`src/rtl/issue_ctrl.sv`:
```
// In-order issue controller: allocates ROB tags and dispatches decoded fields to RS or LSB.
// Optional: define ISSUE_STALL_CNT_EN to add the stall_cnt output and its counter.
module issue_ctrl #(
  parameter int ROB_WIDTH = 3
) (
  input  logic                 clk_in,
  input  logic                 rst_in,
  input  logic                 rdy_in,
  input  logic                 iq_valid,
  input  logic [31:0]          iq_inst,
  input  logic [31:0]          iq_pc,
  input  logic                 iq_pred,
  output logic                 iq_ready,
  output logic [31:0]          dec_inst,
  input  logic [2:0]           dec_type,
  input  logic [5:0]           dec_name,
  input  logic [4:0]           dec_rd,
  input  logic [4:0]           dec_rs1,
  input  logic [4:0]           dec_rs2,
  input  logic [31:0]          dec_imm,
  input  logic                 dec_is_imm,
  input  logic                 dec_is_pc,
  input  logic                 rs_full,
  input  logic                 lsb_full,
  input  logic                 commit_valid,
  input  logic                 flush_in,
  output logic                 iss_valid,
  output logic                 iss_to_lsb,
  output logic [ROB_WIDTH-1:0] iss_tag,
  output logic [5:0]           iss_name,
  output logic [4:0]           iss_rd,
  output logic [4:0]           iss_rs1,
  output logic [4:0]           iss_rs2,
  output logic [31:0]          iss_imm,
  output logic                 iss_is_imm,
  output logic                 iss_is_pc,
  output logic [31:0]          iss_pc,
  output logic                 iss_pred,
  output logic [ROB_WIDTH:0]   rob_count
`ifdef ISSUE_STALL_CNT_EN
  ,
  output logic [31:0]          stall_cnt
`endif
);

  localparam logic [2:0]         TYPE_MEM  = 3'd1;
  localparam logic [5:0]         NAME_LW   = 6'd10;
  localparam logic [ROB_WIDTH:0] ROB_DEPTH = {1'b1, {ROB_WIDTH{1'b0}}};
  localparam logic [ROB_WIDTH:0] CNT_ONE   = {{ROB_WIDTH{1'b0}}, 1'b1};
  localparam logic [ROB_WIDTH-1:0] TAG_ONE = {{(ROB_WIDTH-1){1'b0}}, 1'b1};

  typedef enum logic {
    ST_RUN   = 1'b0,
    ST_FLUSH = 1'b1
  } state_e;

  typedef struct packed {
    logic                 to_lsb;
    logic [ROB_WIDTH-1:0] tag;
    logic [5:0]           name;
    logic [4:0]           rd;
    logic [4:0]           rs1;
    logic [4:0]           rs2;
    logic [31:0]          imm;
    logic                 is_imm;
    logic                 is_pc;
    logic [31:0]          pc;
    logic                 pred;
  } iss_t;

  state_e               state_q, state_d;
  logic [ROB_WIDTH-1:0] tail_q, tail_d;
  logic [ROB_WIDTH:0]   count_q, count_d;
  logic                 valid_q, valid_d;
  iss_t                 iss_q, iss_d;

  logic to_lsb_s;
  logic tgt_full_s;
  logic issue_s;
  logic commit_s;

  // Issue qualification; target is chosen from the decoder's view of the current queue head.
  always_comb begin
    to_lsb_s   = (dec_name == NAME_LW) || (dec_type == TYPE_MEM);
    tgt_full_s = to_lsb_s ? lsb_full : rs_full;
    issue_s    = rdy_in && iq_valid && (state_q == ST_RUN) && (count_q != ROB_DEPTH)
                 && !tgt_full_s && !flush_in;
    commit_s   = commit_valid && (count_q != {(ROB_WIDTH+1){1'b0}});
  end

  assign iq_ready = issue_s;
  assign dec_inst = iq_inst;

  // Next-state logic: flush wins over issue and commit; rdy_in low freezes everything.
  always_comb begin
    state_d = state_q;
    tail_d  = tail_q;
    count_d = count_q;
    valid_d = valid_q;
    iss_d   = iss_q;
    if (rdy_in) begin
      if (flush_in) begin
        state_d = ST_FLUSH;
        tail_d  = {ROB_WIDTH{1'b0}};
        count_d = {(ROB_WIDTH+1){1'b0}};
        valid_d = 1'b0;
      end else begin
        case (state_q)
          ST_RUN:   state_d = ST_RUN;
          ST_FLUSH: state_d = ST_RUN;
          default:  state_d = ST_RUN;
        endcase
        valid_d = issue_s;
        if (issue_s) begin
          iss_d.to_lsb = to_lsb_s;
          iss_d.tag    = tail_q;
          iss_d.name   = dec_name;
          iss_d.rd     = dec_rd;
          iss_d.rs1    = dec_rs1;
          iss_d.rs2    = dec_rs2;
          iss_d.imm    = dec_imm;
          iss_d.is_imm = dec_is_imm;
          iss_d.is_pc  = dec_is_pc;
          iss_d.pc     = iq_pc;
          iss_d.pred   = iq_pred;
          tail_d       = tail_q + TAG_ONE;
        end else begin
          iss_d  = iss_q;
          tail_d = tail_q;
        end
        case ({issue_s, commit_s})
          2'b10:   count_d = count_q + CNT_ONE;
          2'b01:   count_d = count_q - CNT_ONE;
          default: count_d = count_q;
        endcase
      end
    end else begin
      state_d = state_q;
      valid_d = valid_q;
    end
  end

  // State registers with synchronous reset.
  always_ff @(posedge clk_in) begin
    if (rst_in) begin
      state_q <= ST_RUN;
      tail_q  <= {ROB_WIDTH{1'b0}};
      count_q <= {(ROB_WIDTH+1){1'b0}};
      valid_q <= 1'b0;
      iss_q   <= '0;
    end else begin
      state_q <= state_d;
      tail_q  <= tail_d;
      count_q <= count_d;
      valid_q <= valid_d;
      iss_q   <= iss_d;
    end
  end

  assign iss_valid  = valid_q;
  assign iss_to_lsb = iss_q.to_lsb;
  assign iss_tag    = iss_q.tag;
  assign iss_name   = iss_q.name;
  assign iss_rd     = iss_q.rd;
  assign iss_rs1    = iss_q.rs1;
  assign iss_rs2    = iss_q.rs2;
  assign iss_imm    = iss_q.imm;
  assign iss_is_imm = iss_q.is_imm;
  assign iss_is_pc  = iss_q.is_pc;
  assign iss_pc     = iss_q.pc;
  assign iss_pred   = iss_q.pred;
  assign rob_count  = count_q;

`ifdef ISSUE_STALL_CNT_EN
  logic [31:0] stall_q;

  // Counts enabled cycles where the queue offers an instruction that is not taken; flush does not clear it.
  always_ff @(posedge clk_in) begin
    if (rst_in) begin
      stall_q <= 32'd0;
    end else if (rdy_in && iq_valid && !issue_s) begin
      stall_q <= stall_q + 32'd1;
    end else begin
      stall_q <= stall_q;
    end
  end

  assign stall_cnt = stall_q;
`endif

endmodule

```
`config.mk`:
```
export PLATFORM = sky130hd
export DESIGN_NAME = issue_ctrl
export DESIGN_NICKNAME = d
export VERILOG_FILES = /design/src/rtl/issue_ctrl.sv
export SDC_FILE = /design/constraint.sdc
export NUM_CORES = 1
export LEC_CHECK = 0
export ABC_CLOCK_PERIOD_IN_PS = 4400
export CAP_MARGIN = 20
export CORE_ASPECT_RATIO = 2
export CORE_UTILIZATION = 36
export CTS_CLUSTER_SIZE = 30
export DETAILED_ROUTE_END_ITERATION = 8
export PLACE_DENSITY = 0.79
export SKIP_CTS_REPAIR_TIMING = 1
export SYNTH_ARGS = -nofsm -noshare
export SYNTH_HDL_FRONTEND = slang
export SYNTH_SLANG_ARGS = --single-unit
```
`constraint.sdc`:
```
create_clock -name clk_in -period 4.4 [get_ports clk_in]
set_input_delay 1.1 -clock clk_in [delete_from_list [all_inputs] [get_ports clk_in]]
set_output_delay 1.1 -clock clk_in [all_outputs]
set_load 0.005 [all_outputs]
```
==> impl_summary.txt, run 1 <==
----------------------------------------------------
[Routing]
  Remaining routing DRC violations ... 0
  Average wire per cell in the routed design ... between 15 and 20 um
  Initial drt markers ... 94
  Count of vias placed by the detailed router ... between 4,000 and 5,000
  Total wirelength of the detailed-routed design ... 12.1 mm
  Mean number of vias per cell ... roughly 5.0
  Initial DRT Pass Iterations ... 4
  Routed Antenna Nets ... 0

[GRT]
  Peak-usage layer in the global routing report ... met2
  Maximum number of pins on one net before global-route repair ... 94
  Number of global-route vias before repair ... ~3,800
  GR met3 Demand/Resource ... 5.67%
  Antenna violations before repair ... 0
  GRT Residual Overflow ... 0
  Met2 Track Usage GR ... 36.7%
  Global-route wire length before repair ... about 19 mm
  GRT met1 Usage ... 20.4%
  Total routing usage reported by global routing ... between 20% and 30%

[STA]
  Worst rel slew slack ... a little over a third
  RSZ-0062 raised after global routing ... false
  # setup viols final ... 0
  Fin Clk Skew ... between 0.007 and 0.008 ns
  F_max ... approximately 240 MHz
  Max Slew Vio Count ... 0
  Tcrit/Tclk final ... around 95%
  Final hold violation count ... 0
  Period minus WS final ... roughly 4.2 ns
  Setup Total Neg Slack ... 0 ns
  Worst-margin pin slew ... around 0.96 ns

[Critical path]
  Crit start category ... primary input
  Cells on worst reg2reg path ... 12
  Worst-path maximum fanout ... 2
  Crit-path slowest cell ... sky130_fd_sc_hd__or4b_1
  Setup CP Type ... in2out
  Largest incremental delay on the critical path ... about 0.6 ns
  Arrival time of the worst setup path ... 3.09 ns
  Endpoint required time on the critical path ... ~3.3 ns
  Cells along the critical path ... clkdlybuf4s50_1 > or4b_1 > o211a_1 > a2111o_2 > inv_2 > dlymetal6s2s_1
  Endpoint class of the critical path ... output pin

[Cells and area]
  Layout filler cell count ... between 900 and 1,000
  Synth-to-Final Area Change ... 51.8%
  Final Non-Filler Cells ... 808
  Proportion of layout cells with a drive suffix above 1 ... under 10%
  Layout Cell Area excl Fill ... around 0.0062 sq mm
  Diodes inserted ... 0
  Fin nets ... between 700 and 800

[Place]
  Number of port buffers ... about 200
  Instance count after placement with tap cells included ... 793
  Placed instance area ... 0.00589 sq mm
  Detail Placement HPWL ... slightly below 9 mm
  Final weighted congestion in routability-driven placement ... 0.889

[Flow run]
  Max_cap viols ... 0

[Synth]
  Synth Cell Area ... between 0.004 and 0.005 sq mm
  Seq/Total Area, Yosys ... around half
  Gate count of the mapped netlist ... around 520
  Cell types with the largest area share after synthesis ... sky130_fd_sc_hd__dfxtp_1 49%, sky130_fd_sc_hd__nand2_1 17%, sky130_fd_sc_hd__a21oi_1 11%
  Number of synthesis warnings ... 0
  Post-synth top area cell ... sky130_fd_sc_hd__dfxtp_1
  Most instantiated flip-flop cell in the synthesis netlist ... sky130_fd_sc_hd__dfxtp_1
  Number of synthesized register bits ... ~100
  Number of enable-type register cells in the synthesized netlist ... 0
  Async set or reset register ratio after synthesis ... 0%
  Synth top area share ... between 40% and 50%
  Count of cell types in the netlist ... between 40 and 50
  Post-synthesis area per instance ... about 8 sq um
  Net count after synthesis ... 650

[Clock network]
  Root cell of the clock tree ... sky130_fd_sc_hd__clkbuf_16
  Post-CTS clock slew at the launch and capture registers of the worst setup and hold paths ... 0.07 ns
  TritonCTS clock tree ... done
  Max clock buf depth ... 2
  Number of buffers added by the clock tree synthesis step ... 9
  Number of H-tree branching levels ... 3
  Clock sinks ... about 100
  Clock latency at the later pin of the worst-skew pair ... approximately 0.34 ns

[Hold path]
  Cell depth of the worst hold path ... 2
  Type of the most critical hold path ... reg2reg

[Pwr]
  Part of the power in registers ... a little under half
  Leakage power ... around 2.2 nW
  Int Pwr ... 0.00162 W
  Cell Pwr Density ... around 330 mW/mm^2
  Combinational power share ... around a tenth
  Power spent charging and discharging nets ... around 0.00043 W
  Largest vdd supply drop ... 0.273 mV
  Net switching share of the total power ... 20.9%
  Clock power share ... approximately 44%

[Run status]
  Run status ... finished clean

[Die]
  Boundary Pins ... 261
  Core box area ... between 0.01 and 0.015 sq mm
  Area of the die ... around 0.012 sq mm
  Starting Density ... around 37%
  Placement row count ... 54
  Die X-Extent ... approximately 77 um
  Vert. Die Dim ... roughly 150 um

----------------------------------------------------
## worst max-delay path, delay by kind of cell
family                 cells  cell delay [ns]
AND/OR/NAND/NOR            1             0.60
AO/OA/AOI/OAI              2             0.68
buffers and inverters      3             0.70
## power by group through the flow
stage	logic (W)	clock network (W)	registers, W
finish	0.000211	0.000891	0.000944
global route	0.000229	0.000952	0.000947
CTS	0.000213	0.000915	0.000944
detailed placement	0.000211	0	0.000965
global placement	0.000208	0	0.000964
floorplan	0.0000894	0	0.000966
## area by class of cell
| type | count | area (sq um) | share of cell area [%] |
|---|---|---|---|
| clock buffers | 10 | 229 | 3.67 |
| clock inverters | 5 | 108 | 1.73 |
| inverters | 5 | 18.8 | 0.301 |
| multi-input cells | 343 | 1660 | 26.6 |
| flip-flops and latches | 101 | 2020 | 32.4 |
| well taps | 140 | 175 | 2.81 |
| repair buffers | 204 | 2020 | 32.4 |
## layer usage
metal	part of all wire (%)	up-vias
met5	0	-
li1	-	1955
met4	4.9	0
met3	7.2	50
met1	35	1837
met2	52	178
## sequential cells by signal, indices dropped and copies added, names as in the netlist, 3 cells and up
| register | cells |
|---|---|
| iss_rd | 5 |
| iss_imm | 32 |
| tail_q | 3 |
| iss_rs1 | 5 |
| iss_pc | 32 |
| rob_count | 4 |
| iss_tag | 3 |
| iss_rs2 | 5 |
| iss_name | 6 |
## metrics by stage
stage	worst slack (ns)	hold WS, ns	util, %	total power (W)
after CTS	-0.193	0.455	56.6	0.00207
after global routing	0.167	0.470	56.6	0.00213
after global placement	-0.164	0.441	53.5	0.00117
after detailed placement	-0.179	0.446	53.5	0.00118
final	0.212	0.454	56.6	0.00205
after floorplan	0.591	0.445	-	0.00106
## Yosys cell counts, drive strengths merged, types with 3 or more instances
library cell    n
a211oi          3
a21o            4
a21oi          93
buf            50
clkbuf         16
dfxtp         101
ha              3
inv             5
mux2i           4
nand2         185
nand3           4
nor2            9
nor4            3
o21ai           3
xnor2           3
## cells in the final DEF, fill, tap and decap left out, types with 3 or more instances in the layout
master,n
sky130_fd_sc_hd__inv_1,4
sky130_fd_sc_hd__xnor2_1,3
sky130_fd_sc_hd__nand3_1,4
sky130_fd_sc_hd__a21o_1,4
sky130_fd_sc_hd__a21oi_1,93
sky130_fd_sc_hd__nor2_1,9
sky130_fd_sc_hd__mux2i_1,4
sky130_fd_sc_hd__ha_1,3
sky130_fd_sc_hd__clkbuf_16,9
sky130_fd_sc_hd__nor4_1,3
sky130_fd_sc_hd__dfxtp_1,101
sky130_fd_sc_hd__nand2_1,185
sky130_fd_sc_hd__clkdlybuf4s50_1,194
sky130_fd_sc_hd__bufinv_16,3
sky130_fd_sc_hd__buf_4,9
## worst paths after layout
check,startpoint,end,slack [ns]
hold / removal,iss_pc[3],iss_pc[3],0.45
setup reg to reg,rob_count[0],rob_count[3],1.38
setup / recovery,dec_name[5],iq_ready,0.21
hold reg to reg,iss_pc[3],iss_pc[3],0.45
## cell families after synthesis
| kind of cell | Yosys count | share of synthesized area [%] |
|---|---|---|
| AO/OA/AOI/OAI | 115 | 15.8 |
| XOR/XNOR | 3 | 0.640 |
| flip-flops | 101 | 49.3 |
| AND/OR/NAND/NOR | 216 | 21.2 |
| multiplexers | 5 | 1.25 |
| adder cells (fa/ha/maj) | 4 | 1.40 |
| buffers and inverters | 71 | 10.4 |
Power figures use the tool's default switching activity.
==> inputs of run 2 (changes only) <==
--- a/config.mk
+++ b/config.mk
@@ -5,7 +5,7 @@
 export SDC_FILE = /design/constraint.sdc
 export NUM_CORES = 1
 export LEC_CHECK = 0
-export ABC_CLOCK_PERIOD_IN_PS = 4400
+export ABC_CLOCK_PERIOD_IN_PS = 5100
 export CAP_MARGIN = 20
 export CORE_ASPECT_RATIO = 2
 export CORE_UTILIZATION = 36
==> constraint.sdc (replaced) <==
create_clock -name clk_in -period 5.1 [get_ports clk_in]
set_input_delay 1.275 -clock clk_in [delete_from_list [all_inputs] [get_ports clk_in]]
set_output_delay 1.275 -clock clk_in [all_outputs]
set_load 0.005 [all_outputs]
==> run 2 against run 1 <==
- flip-flop and latch count did not move
- clock skew fell by 0.0028 ns
- wire length fell by 1.7%
- final area fell by 1.0%
- die area did not move
- via count fell by 1.5%
- worst hold slack got worse by 0.00081 ns
- critical endpoint unchanged
- highest routed layer unchanged
==> impl_summary.txt, run 2 (same netlist as run 1, synthesis figures left out) <==
----------------------------------------------------
[Run status]
  Run status ... finished clean

[STA]
  Fin Clk Skew ... approximately 0.0048 ns
  Period minus WS final ... around 4.9 ns
  Worst-margin pin slew ... approximately 0.96 ns
  Smallest setup slack after layout ... 0.175 ns
  Setup Total Neg Slack ... 0 ns
  Max Slew Vio Count ... 0
  # setup viols final ... 0
  Final hold violation count ... 0
  Tcrit/Tclk final ... 96.6%
  RSZ-0062 raised after global routing ... false
  Worst rel slew slack ... between 30% and 40%
  F_max ... approximately 200 MHz

[Hold path]
  Cell depth of the worst hold path ... 2
  Startpoint of the lowest-slack hold path ... iss_pc[3]
  Type of the most critical hold path ... reg2reg
  Endpoint with the worst hold slack ... iss_pc[3]

[Critical path]
  Arrival time of the worst setup path ... around 3.7 ns
  Cells on worst reg2reg path ... 11
  Setup CP Type ... in2out
  Cells along the critical path ... clkdlybuf4s50_1 > or4b_1 > o211a_1 > a2111o_2 > inv_2 > clkdlybuf4s50_1
  Crit-path slowest cell ... sky130_fd_sc_hd__or4b_1
  Buf/Inv on CP ... 3
  Worst setup path startpoint ... dec_name[5]
  Crit start category ... primary input
  Most prevalent standard cell on the critical path ... sky130_fd_sc_hd__clkdlybuf4s50_1
  Worst reg2reg setup slack ... between 1.5 and 2 ns
  Family with the most delay on the worst path ... buffers and inverters
  Largest incremental delay on the critical path ... about 0.60 ns
  Endpoint class of the critical path ... output pin
  FF-to-FF Start ... rob_count[0]
  Worst-path maximum fanout ... 3
  Endpoint required time on the critical path ... 3.83 ns
  Reg2reg end ... rob_count[3]

[Die]
  Vert. Die Dim ... roughly 150 um
  Boundary Pins ... 261
  Die X-Extent ... between 70 and 80 um
  Placement row count ... between 50 and 60
  Core box area ... 0.0110 sq mm
  Area of the die ... about 0.012 sq mm
  Starting Density ... between 30% and 40%

[GRT]
  GRT Residual Overflow ... 0
  Global-route wire length before repair ... between 15 and 20 mm
  Antenna violations before repair ... 0
  Total routing usage reported by global routing ... 20.2%
  Number of global-route vias before repair ... 3,847
  Maximum number of pins on one net before global-route repair ... 94

[Routing]
  Initial DRT Pass Iterations ... 4
  Count of vias placed by the detailed router ... around 4,000
  Routed Antenna Nets ... 0
  Mean number of vias per cell ... around 4.9
  Remaining routing DRC violations ... 0
  Average wire per cell in the routed design ... roughly 15 um
  Total wirelength of the detailed-routed design ... roughly 12 mm
  Initial drt markers ... 116

[Clock network]
  Number of buffers added by the clock tree synthesis step ... 9
  Post-CTS clock slew at the launch and capture registers of the worst setup and hold paths ... about 0.070 ns
  Clock sinks ... ~100
  Clock latency at the later pin of the worst-skew pair ... 0.33 ns
  Max clock buf depth ... 2
  TritonCTS clock tree ... done
  Root cell of the clock tree ... sky130_fd_sc_hd__clkbuf_16
  Number of H-tree branching levels ... 3

[Cells and area]
  Diodes inserted ... 0
  Area occupied by multi-input gates ... between 0.0015 and 0.002 sq mm
  Final core area utilization ... 56.0%
  Register Area ... slightly above 0.002 sq mm
  Layout filler cell count ... 970
  Fin nets ... around 800
  Most frequent standard cell in the layout excluding fill and tap cells ... sky130_fd_sc_hd__clkdlybuf4s50_1
  Proportion of layout cells with a drive suffix above 1 ... 3.90%
  Highest-count cells in the layout ignoring fill and taps ... 195 x sky130_fd_sc_hd__clkdlybuf4s50_1, 185 x sky130_fd_sc_hd__nand2_1, 101 x sky130_fd_sc_hd__dfxtp_1, 93 x sky130_fd_sc_hd__a21oi_1
  Synth-to-Final Area Change ... 50.3%

[Pwr]
  Largest vdd supply drop ... between 0.15 and 0.2 mV
  Leakage power ... roughly 2.1 nW
  Int Pwr ... 0.00130 W
  Combinational power share ... a little over a tenth
  Part of the power in registers ... around 49%
  Net switching share of the total power ... between 20% and 30%
  Power spent charging and discharging nets ... 0.000364 W
  Post-layout power ... about 0.0017 W
  Cell Pwr Density ... between 200 and 300 mW/mm^2
  Clock power share ... between 40% and 50%

[Flow run]
  Max_cap viols ... 0

[Place]
  Detail Placement HPWL ... 8.70 mm
  Pre-CTS setup slack ... between 0.15 and 0.2 ns
  Number of port buffers ... approximately 200
  Final weighted congestion in routability-driven placement ... around 0.9

----------------------------------------------------
[run 2: routing by layer]
layer / vias to the layer above / track usage, % / share of wire (%)
li1: 1943 / - / -
met2: 170 / 36.4 / 52
met1: 1792 / 19.8 / 34
met5: - / 0 / 0
met3: 53 / 5.31 / 7.4
met4: 0 / 13.5 / 5.9
[run 2: final cells by class]
cell class	count	area share, %
Sequential cell	101	32.8
Timing Repair Buffer	202	32.5
Multi-Input combinational cell	343	26.9
Clock buffer	10	3.71
Tap cell	140	2.84
Clock inverter	5	1.01
Inverter	5	0.304
[run 2: worst max path at each step]
stage	endpoint	cells past startpoint
floorplan	iq_ready	5
global placement	iq_ready	6
detailed placement	iq_ready	6
CTS	iq_ready	6
global route	iq_ready	6
finish	iq_ready	6
[run 2: power groups by stage]
stage	sequential, W	combinational, W	clock [W]
6_report	0.000815	0.000181	0.000664
5_1_grt	0.000816	0.000196	0.000722
4_1_cts	0.000815	0.000183	0.000687
3_5_place_dp	0.000833	0.000182	0
3_3_place_gp	0.000832	0.000179	0
2_1_floorplan	0.000833	0.0000772	0
[run 2: tightest hold or removal path, delay by kind of cell, from the launching register on]
family	cells	cell delay, ns
simple gates	1	0.05
compound gates	1	0.05
flops	1	0.31
[run 2: through the flow]
step	hold slack (ns)	std cells	cell area (sq um)
floorplan	0.445	515	4100
detailed placement	0.446	791	5880
finish	0.453	806	6170
global route	0.469	806	6170
global placement	0.441	791	5880
CTS	0.455	806	6170
